--- config.mk ---
export PLATFORM = sky130hd
export DESIGN_NAME = pipe_csa_adder
export DESIGN_NICKNAME = d
export VERILOG_FILES = /design/src/rtl/csa_pkg.sv /design/src/rtl/csa_slice.sv /design/src/rtl/pipe_csa_adder.sv
export SDC_FILE = /design/constraint.sdc
export NUM_CORES = 1
export LEC_CHECK = 0
export ABC_AREA = 1
export BUFFER_PORTS_ARGS = -buffer_cell sky130_fd_sc_hd__buf_2
export CORE_MARGIN = 8
export CORE_UTILIZATION = 55
export CTS_CLUSTER_SIZE = 28
export DETAILED_ROUTE_END_ITERATION = 8
export GPL_ROUTABILITY_DRIVEN = 0
export GPL_TIMING_DRIVEN = 1
export PLACE_DENSITY = 0.77
export SLEW_MARGIN = 30
export SYNTH_ARGS = -nofsm -noshare
export SYNTH_HDL_FRONTEND = slang
export SYNTH_SLANG_ARGS = --single-unit
--- constraint.sdc ---
create_clock -name clk -period 11.1 [get_ports clk]
set_input_delay 0.555 -clock clk [delete_from_list [all_inputs] [get_ports clk]]
set_output_delay 0.555 -clock clk [all_outputs]
set_load 0.1 [all_outputs]
--- src/rtl/csa_pkg.sv ---
// Shared defaults and helpers for the pipelined carry-select adder.
// Optional feature macro used by the adder: PIPE_CSA_OVF_EN (adds port V).
package csa_pkg;

    // Default operand width and carry-select slice width.
    localparam int DEF_WIDTH = 32;
    localparam int DEF_BLOCK = 8;

    // Number of pipeline stages, one per slice. Illegal shapes return 1 so
    // that widths stay positive; the top module rejects them separately.
    function automatic int csa_stages(input int width, input int block);
        int stages;
        if ((block > 0) && (width >= block) && ((width % block) == 0)) begin
            stages = width / block;
        end else begin
            stages = 1;
        end
        return stages;
    endfunction

    // Signed two's-complement overflow from the top bits of the effective
    // operands (B already inverted for subtraction) and of the sum.
    function automatic logic csa_ovf(input logic a_msb, input logic b_msb, input logic s_msb);
        return (a_msb == b_msb) && (s_msb != a_msb);
    endfunction

endpackage

--- src/rtl/csa_slice.sv ---
// One carry-select slice: two ripple adders precompute the sum for carry-in
// 0 and carry-in 1, and the real carry-in picks one. Purely combinational.
module csa_slice
    import csa_pkg::*;
#(
    parameter int BLOCK = DEF_BLOCK
) (
    input  logic [BLOCK-1:0] a_i,
    input  logic [BLOCK-1:0] b_i,
    input  logic             cin_i,
    output logic [BLOCK-1:0] sum_o,
    output logic             cout_o
);

    logic [BLOCK:0]   c0_s;
    logic [BLOCK:0]   c1_s;
    logic [BLOCK-1:0] s0_s;
    logic [BLOCK-1:0] s1_s;

    // Dual ripple chains: one assuming carry-in 0, one assuming carry-in 1.
    always_comb begin
        c0_s    = '0;
        c1_s    = '0;
        s0_s    = '0;
        s1_s    = '0;
        c0_s[0] = 1'b0;
        c1_s[0] = 1'b1;
        for (int i = 0; i < BLOCK; i++) begin
            s0_s[i]   = a_i[i] ^ b_i[i] ^ c0_s[i];
            c0_s[i+1] = (a_i[i] & b_i[i]) | (c0_s[i] & (a_i[i] ^ b_i[i]));
            s1_s[i]   = a_i[i] ^ b_i[i] ^ c1_s[i];
            c1_s[i+1] = (a_i[i] & b_i[i]) | (c1_s[i] & (a_i[i] ^ b_i[i]));
        end
    end

    // Carry-select mux driven by the incoming carry.
    always_comb begin
        if (cin_i) begin
            sum_o  = s1_s;
            cout_o = c1_s[BLOCK];
        end else begin
            sum_o  = s0_s;
            cout_o = c0_s[BLOCK];
        end
    end

endmodule

--- src/rtl/pipe_csa_adder.sv ---
// Pipelined carry-select adder/subtractor: slice k of the operands is added
// in stage k using the carry registered by stage k-1. Unprocessed upper
// operand bits and finished lower sum bits ride along with each beat.
// A single global enable (en = !out_valid || out_ready) advances all stages.
// A beat presented in cycle c appears on the outputs in cycle c+STAGES.
// Optional feature macro: PIPE_CSA_OVF_EN adds the signed-overflow port V.
module pipe_csa_adder
    import csa_pkg::*;
#(
    parameter int WIDTH = DEF_WIDTH,
    parameter int BLOCK = DEF_BLOCK
) (
    input  logic             clk,
    input  logic             rst_n,
    input  logic             in_valid,
    output logic             in_ready,
    input  logic [WIDTH-1:0] A,
    input  logic [WIDTH-1:0] B,
    input  logic             Cin,
    input  logic             Sub,
    output logic             out_valid,
    input  logic             out_ready,
    output logic [WIDTH-1:0] S,
    output logic             Cout
`ifdef PIPE_CSA_OVF_EN
    ,
    output logic             V
`endif
);

    localparam int STAGES = csa_stages(WIDTH, BLOCK);

    // Only whole slices are supported.
    if (((WIDTH % BLOCK) != 0) || (WIDTH < BLOCK)) begin : g_param_check
        $error("pipe_csa_adder: WIDTH must be a multiple of BLOCK and >= BLOCK");
    end

    logic             en_s;
    logic [WIDTH-1:0] b_eff_s;
    logic             cin0_s;

    // Subtraction is A + ~B + 1; the external carry-in only matters for add.
    always_comb begin
        if (Sub) begin
            b_eff_s = ~B;
            cin0_s  = 1'b1;
        end else begin
            b_eff_s = B;
            cin0_s  = Cin;
        end
    end

    assign en_s     = !out_valid || out_ready;
    assign in_ready = en_s;

    for (genvar k = 0; k < STAGES; k++) begin : gen_stage
        // Sum bits finished once this stage has run.
        localparam int DW = (k + 1) * BLOCK;

        logic [BLOCK-1:0] a_sl_s;
        logic [BLOCK-1:0] b_sl_s;
        logic [BLOCK-1:0] sum_sl_s;
        logic             cin_s;
        logic             cout_s;
        logic             vin_s;
        logic [DW-1:0]    sum_d_s;

        logic             valid_q;
        logic             carry_q;
        logic [DW-1:0]    sum_q;

        if (k == 0) begin : g_src
            assign a_sl_s  = A[BLOCK-1:0];
            assign b_sl_s  = b_eff_s[BLOCK-1:0];
            assign cin_s   = cin0_s;
            assign vin_s   = in_valid;
            assign sum_d_s = sum_sl_s;
        end else begin : g_src
            assign a_sl_s  = gen_stage[k-1].g_up.a_up_q[BLOCK-1:0];
            assign b_sl_s  = gen_stage[k-1].g_up.b_up_q[BLOCK-1:0];
            assign cin_s   = gen_stage[k-1].carry_q;
            assign vin_s   = gen_stage[k-1].valid_q;
            assign sum_d_s = {sum_sl_s, gen_stage[k-1].sum_q};
        end

        csa_slice #(
            .BLOCK (BLOCK)
        ) u_slice (
            .a_i    (a_sl_s),
            .b_i    (b_sl_s),
            .cin_i  (cin_s),
            .sum_o  (sum_sl_s),
            .cout_o (cout_s)
        );

        // Stage register: valid, slice carry-out and accumulated low sum bits.
        always_ff @(posedge clk or negedge rst_n) begin
            if (!rst_n) begin
                valid_q <= 1'b0;
                carry_q <= 1'b0;
                sum_q   <= '0;
            end else if (en_s) begin
                valid_q <= vin_s;
                carry_q <= cout_s;
                sum_q   <= sum_d_s;
            end
        end

        // Operand bits still waiting for later stages (absent in the last stage).
        if (k < STAGES - 1) begin : g_up
            localparam int UW = WIDTH - DW;

            logic [UW-1:0] a_up_d_s;
            logic [UW-1:0] b_up_d_s;
            logic [UW-1:0] a_up_q;
            logic [UW-1:0] b_up_q;

            if (k == 0) begin : g_usrc
                assign a_up_d_s = A[WIDTH-1:BLOCK];
                assign b_up_d_s = b_eff_s[WIDTH-1:BLOCK];
            end else begin : g_usrc
                assign a_up_d_s = gen_stage[k-1].g_up.a_up_q[UW+BLOCK-1:BLOCK];
                assign b_up_d_s = gen_stage[k-1].g_up.b_up_q[UW+BLOCK-1:BLOCK];
            end

            // Skew register carrying the unprocessed upper operand slices.
            always_ff @(posedge clk or negedge rst_n) begin
                if (!rst_n) begin
                    a_up_q <= '0;
                    b_up_q <= '0;
                end else if (en_s) begin
                    a_up_q <= a_up_d_s;
                    b_up_q <= b_up_d_s;
                end
            end
        end

`ifdef PIPE_CSA_OVF_EN
        if (k == STAGES - 1) begin : g_last
            logic v_q;

            // Overflow is decided alongside the top slice so it lines up with S.
            always_ff @(posedge clk or negedge rst_n) begin
                if (!rst_n) begin
                    v_q <= 1'b0;
                end else if (en_s) begin
                    v_q <= csa_ovf(a_sl_s[BLOCK-1], b_sl_s[BLOCK-1], sum_sl_s[BLOCK-1]);
                end
            end
        end
`endif
    end

    assign out_valid = gen_stage[STAGES-1].valid_q;
    assign S         = gen_stage[STAGES-1].sum_q;
    assign Cout      = gen_stage[STAGES-1].carry_q;
`ifdef PIPE_CSA_OVF_EN
    assign V         = gen_stage[STAGES-1].g_last.v_q;
`endif

endmodule

==> reports/metrics.csv <==
metric,value,unit
outcome,"finished, final reports clean",
Worst path most repeated cell,fa_1,
Synth Flop Type,dfrtp_1,
synthesized area,8093,um2
layout cells sized above 1,15.02,%
CP required,11.42,ns
P per Cell Area,318.2,nW/um2
Tmin final,4.071,ns
crit path max-delay cell type,buf_4,
crit-path cells,buf_2 -> buf_4 -> xnor2_1 -> ha_1 -> nand2_1 -> o21ai_0 -> fa_1 -> fa_1 -> fa_1 -> fa_1 -> inv_1 -> fa_1 -> inv_1 -> fa_1 -> inv_1 -> fa_1 -> nand2_1 -> nand2_1,
unrepaired setup endpoints after global routing,no,
DP HPWL,9622,um
synthesized area per cell,9.012,um2
Yosys top cell by area,dfrtp_1,
Synth Instances,898,
final hold vios,0,
Slew Limit Fails,0,
grt ovf,0,
Pwr Total,2.934,mW
crit path DAT,4.39,ns
fill count,1257,
Vias per Instance,4.747,
CTS Sinks,184,
"Worst Path Class, Setup",input pin to flip-flop,
Max stage delay on crit path,0.45,ns
"top cells by area, synth","dfrtp_1, nand2_1, fa_1",
Final Cell Area,9220,um2
asr flop ratio synth,100.0,%
CTS Buf Count,17,
"EDFF count, synth",0,
Finished Core Util,63.68,%
Crit. End Element,flip-flop,
part of the cycle the worst path needs,36.68,%
pin count of the biggest net entering global routing,122,
CTS max path bufs,2,
sequential area share after synthesis,56.90,%
post-CTS setup buffer count,0,
DP Area,8637,um2
Fin Setup TNS,0,ns
worst-path fanout max,55,
row count,44,
max-cap viol count,0,
Via Count,5583,
Initial DRC Count,328,
maximum VDD drop,135.3,uV
Area Growth Syn to Fin,13.93,%
Hold Path Class,input pin to async pin,
"CTS clk-pin slew, worst paths",0.06,ns
Ant. Diodes,0,
worst slew pin tran,0.7971,ns
global-route wire length before repair,25520,um
Achievable Freq,245.6,MHz
Yosys top cell area share,56.90,%
max_slew headroom,46.86,%
final setup vio count,0,
Post-DRT Antenna Nets,0,
core area,14480,um2
number of global-route vias before repair,5441,
detailed-route wire length per cell,12.74,um
worst setup margin,7.029,ns
"most common cell after layout, fill and taps aside",nand2_1,
post-cts sizing count,0,
root buffer cell,clkbuf_16,
nets,1086,
total track usage,17.16,%
DP Worst Slack,6.581,ns
die height,137.3,um
Port Buffer Count,104,
IO Pins,105,
synthesis warning total,0,
WL final,14980,um
kind of start point of the critical path,input pin,
Initial Utilization,55.89,%
CTS tree,done,
"Net Count, Synth",1004,
worst skew pair latency,0.43,ns
chip width,137.3,um
initial antenna violation count,0,
drc violations,0,
# hold bufs at CTS,0,
First-pass DRT Iterations,6,
H-tree levels,4,
clock skew,0.009244,ns
Yosys cell types,19,
Die Area,18850,um2
"commonest non-fill, non-tap cells in the layout","nand2_1, dfrtp_1, buf_2",
Static Leakage,4.981,nW
Seq cells post-synth,184,
-- cell type report --
| type | instances | area (um2) | share of cell area [%] |
|---|---|---|---|
| Clock buffer | 23 | 488.0 | 5.292 |
| Multi-Input combinational cell | 628 | 3080 | 33.41 |
| Sequential cell | 184 | 4604 | 49.94 |
| Timing Repair Buffer | 108 | 563.0 | 6.107 |
| Clock inverter | 8 | 95.09 | 1.031 |
| Inverter | 41 | 158.9 | 1.723 |
| Tap cell | 184 | 230.2 | 2.497 |
-- cells by family (layout without fill, tap and decap cells) --
logic type	count (synthesis)	in the layout	synth area share, %
AO/OA/AOI/OAI	37	37	2.288
XOR/XNOR	8	8	0.8658
adder cells (fa/ha/maj)	36	36	8.163
buffers and inverters	86	180	5.148
flip-flops	184	184	56.90
AND/OR/NAND/NOR	547	547	26.64
-- registers in the layout (all words and copies together) (netlist names) --
register,cells
S,32
gen_stage.sum_q,48
Cout,1
gen_stage.g_up.a_up_q,48
gen_stage.carry_q,3
gen_stage.valid_q,3
gen_stage.g_up.b_up_q,48
out_valid,1
-- critical path: cells and delay by family --
kind	cells	cell delay, ns
buffers and inverters	5	0.70
xor gates and xnor gates	1	0.18
AOI/OAI and AO/OA	1	0.10
adders and majority gates	8	2.61
and+or+nand+nor	3	0.19
-- power breakdown --
group          internal [mW]  switching (mW)  leakage [nW]
sequential             0.969           0.166          2.22
clock                  0.353           0.244         0.285
combinational          0.311           0.891          2.47
total                   1.63            1.30          4.98
-- through the flow --
stage               hold slack [ns]  cells
detailed placement           0.4431   1145
CTS                          0.2395   1176
global route                 0.2664   1176
finish                       0.2086   1176
global placement             0.4328   1145
floorplan                    0.2594    898
-- Yosys cell counts (7+ instances only) --
library cell / number
nand2_1: 493
dfrtp_1: 184
inv_1: 40
o21ai_0: 37
fa_1: 28
nand3_1: 28
buf_2: 24
or2_0: 13
buf_4: 11
or2_2: 10
ha_1: 8
clkbuf_1: 7
-- worst paths after layout --
check / from / depth (start not counted) / to / slack (ns)
max: Sub / 18 / gen_stage[0].sum_q[7] / 7.03
min: rst_n / 1 / S[4] / 0.21
max reg2reg: gen_stage[0].g_up.a_up_q[0] / 12 / gen_stage[1].sum_q[15] / 7.17
min reg2reg: gen_stage[2].valid_q / 2 / out_valid / 0.46
max in group asynchronous: rst_n / 2 / gen_stage[0].g_up.b_up_q[22] / 9.71
min in group clk: A[14] / 3 / gen_stage[0].g_up.a_up_q[6] / 0.32
-- layer usage --
metal  track usage (%)  vias up  wire length, um
met3             4.267       17              643
li1                  -     2875                -
met1             23.44     2601             7276
met4             5.975        0              219
met2             26.29       90             6841
met5                 0        -                0
(Power assumes the default switching activity.)
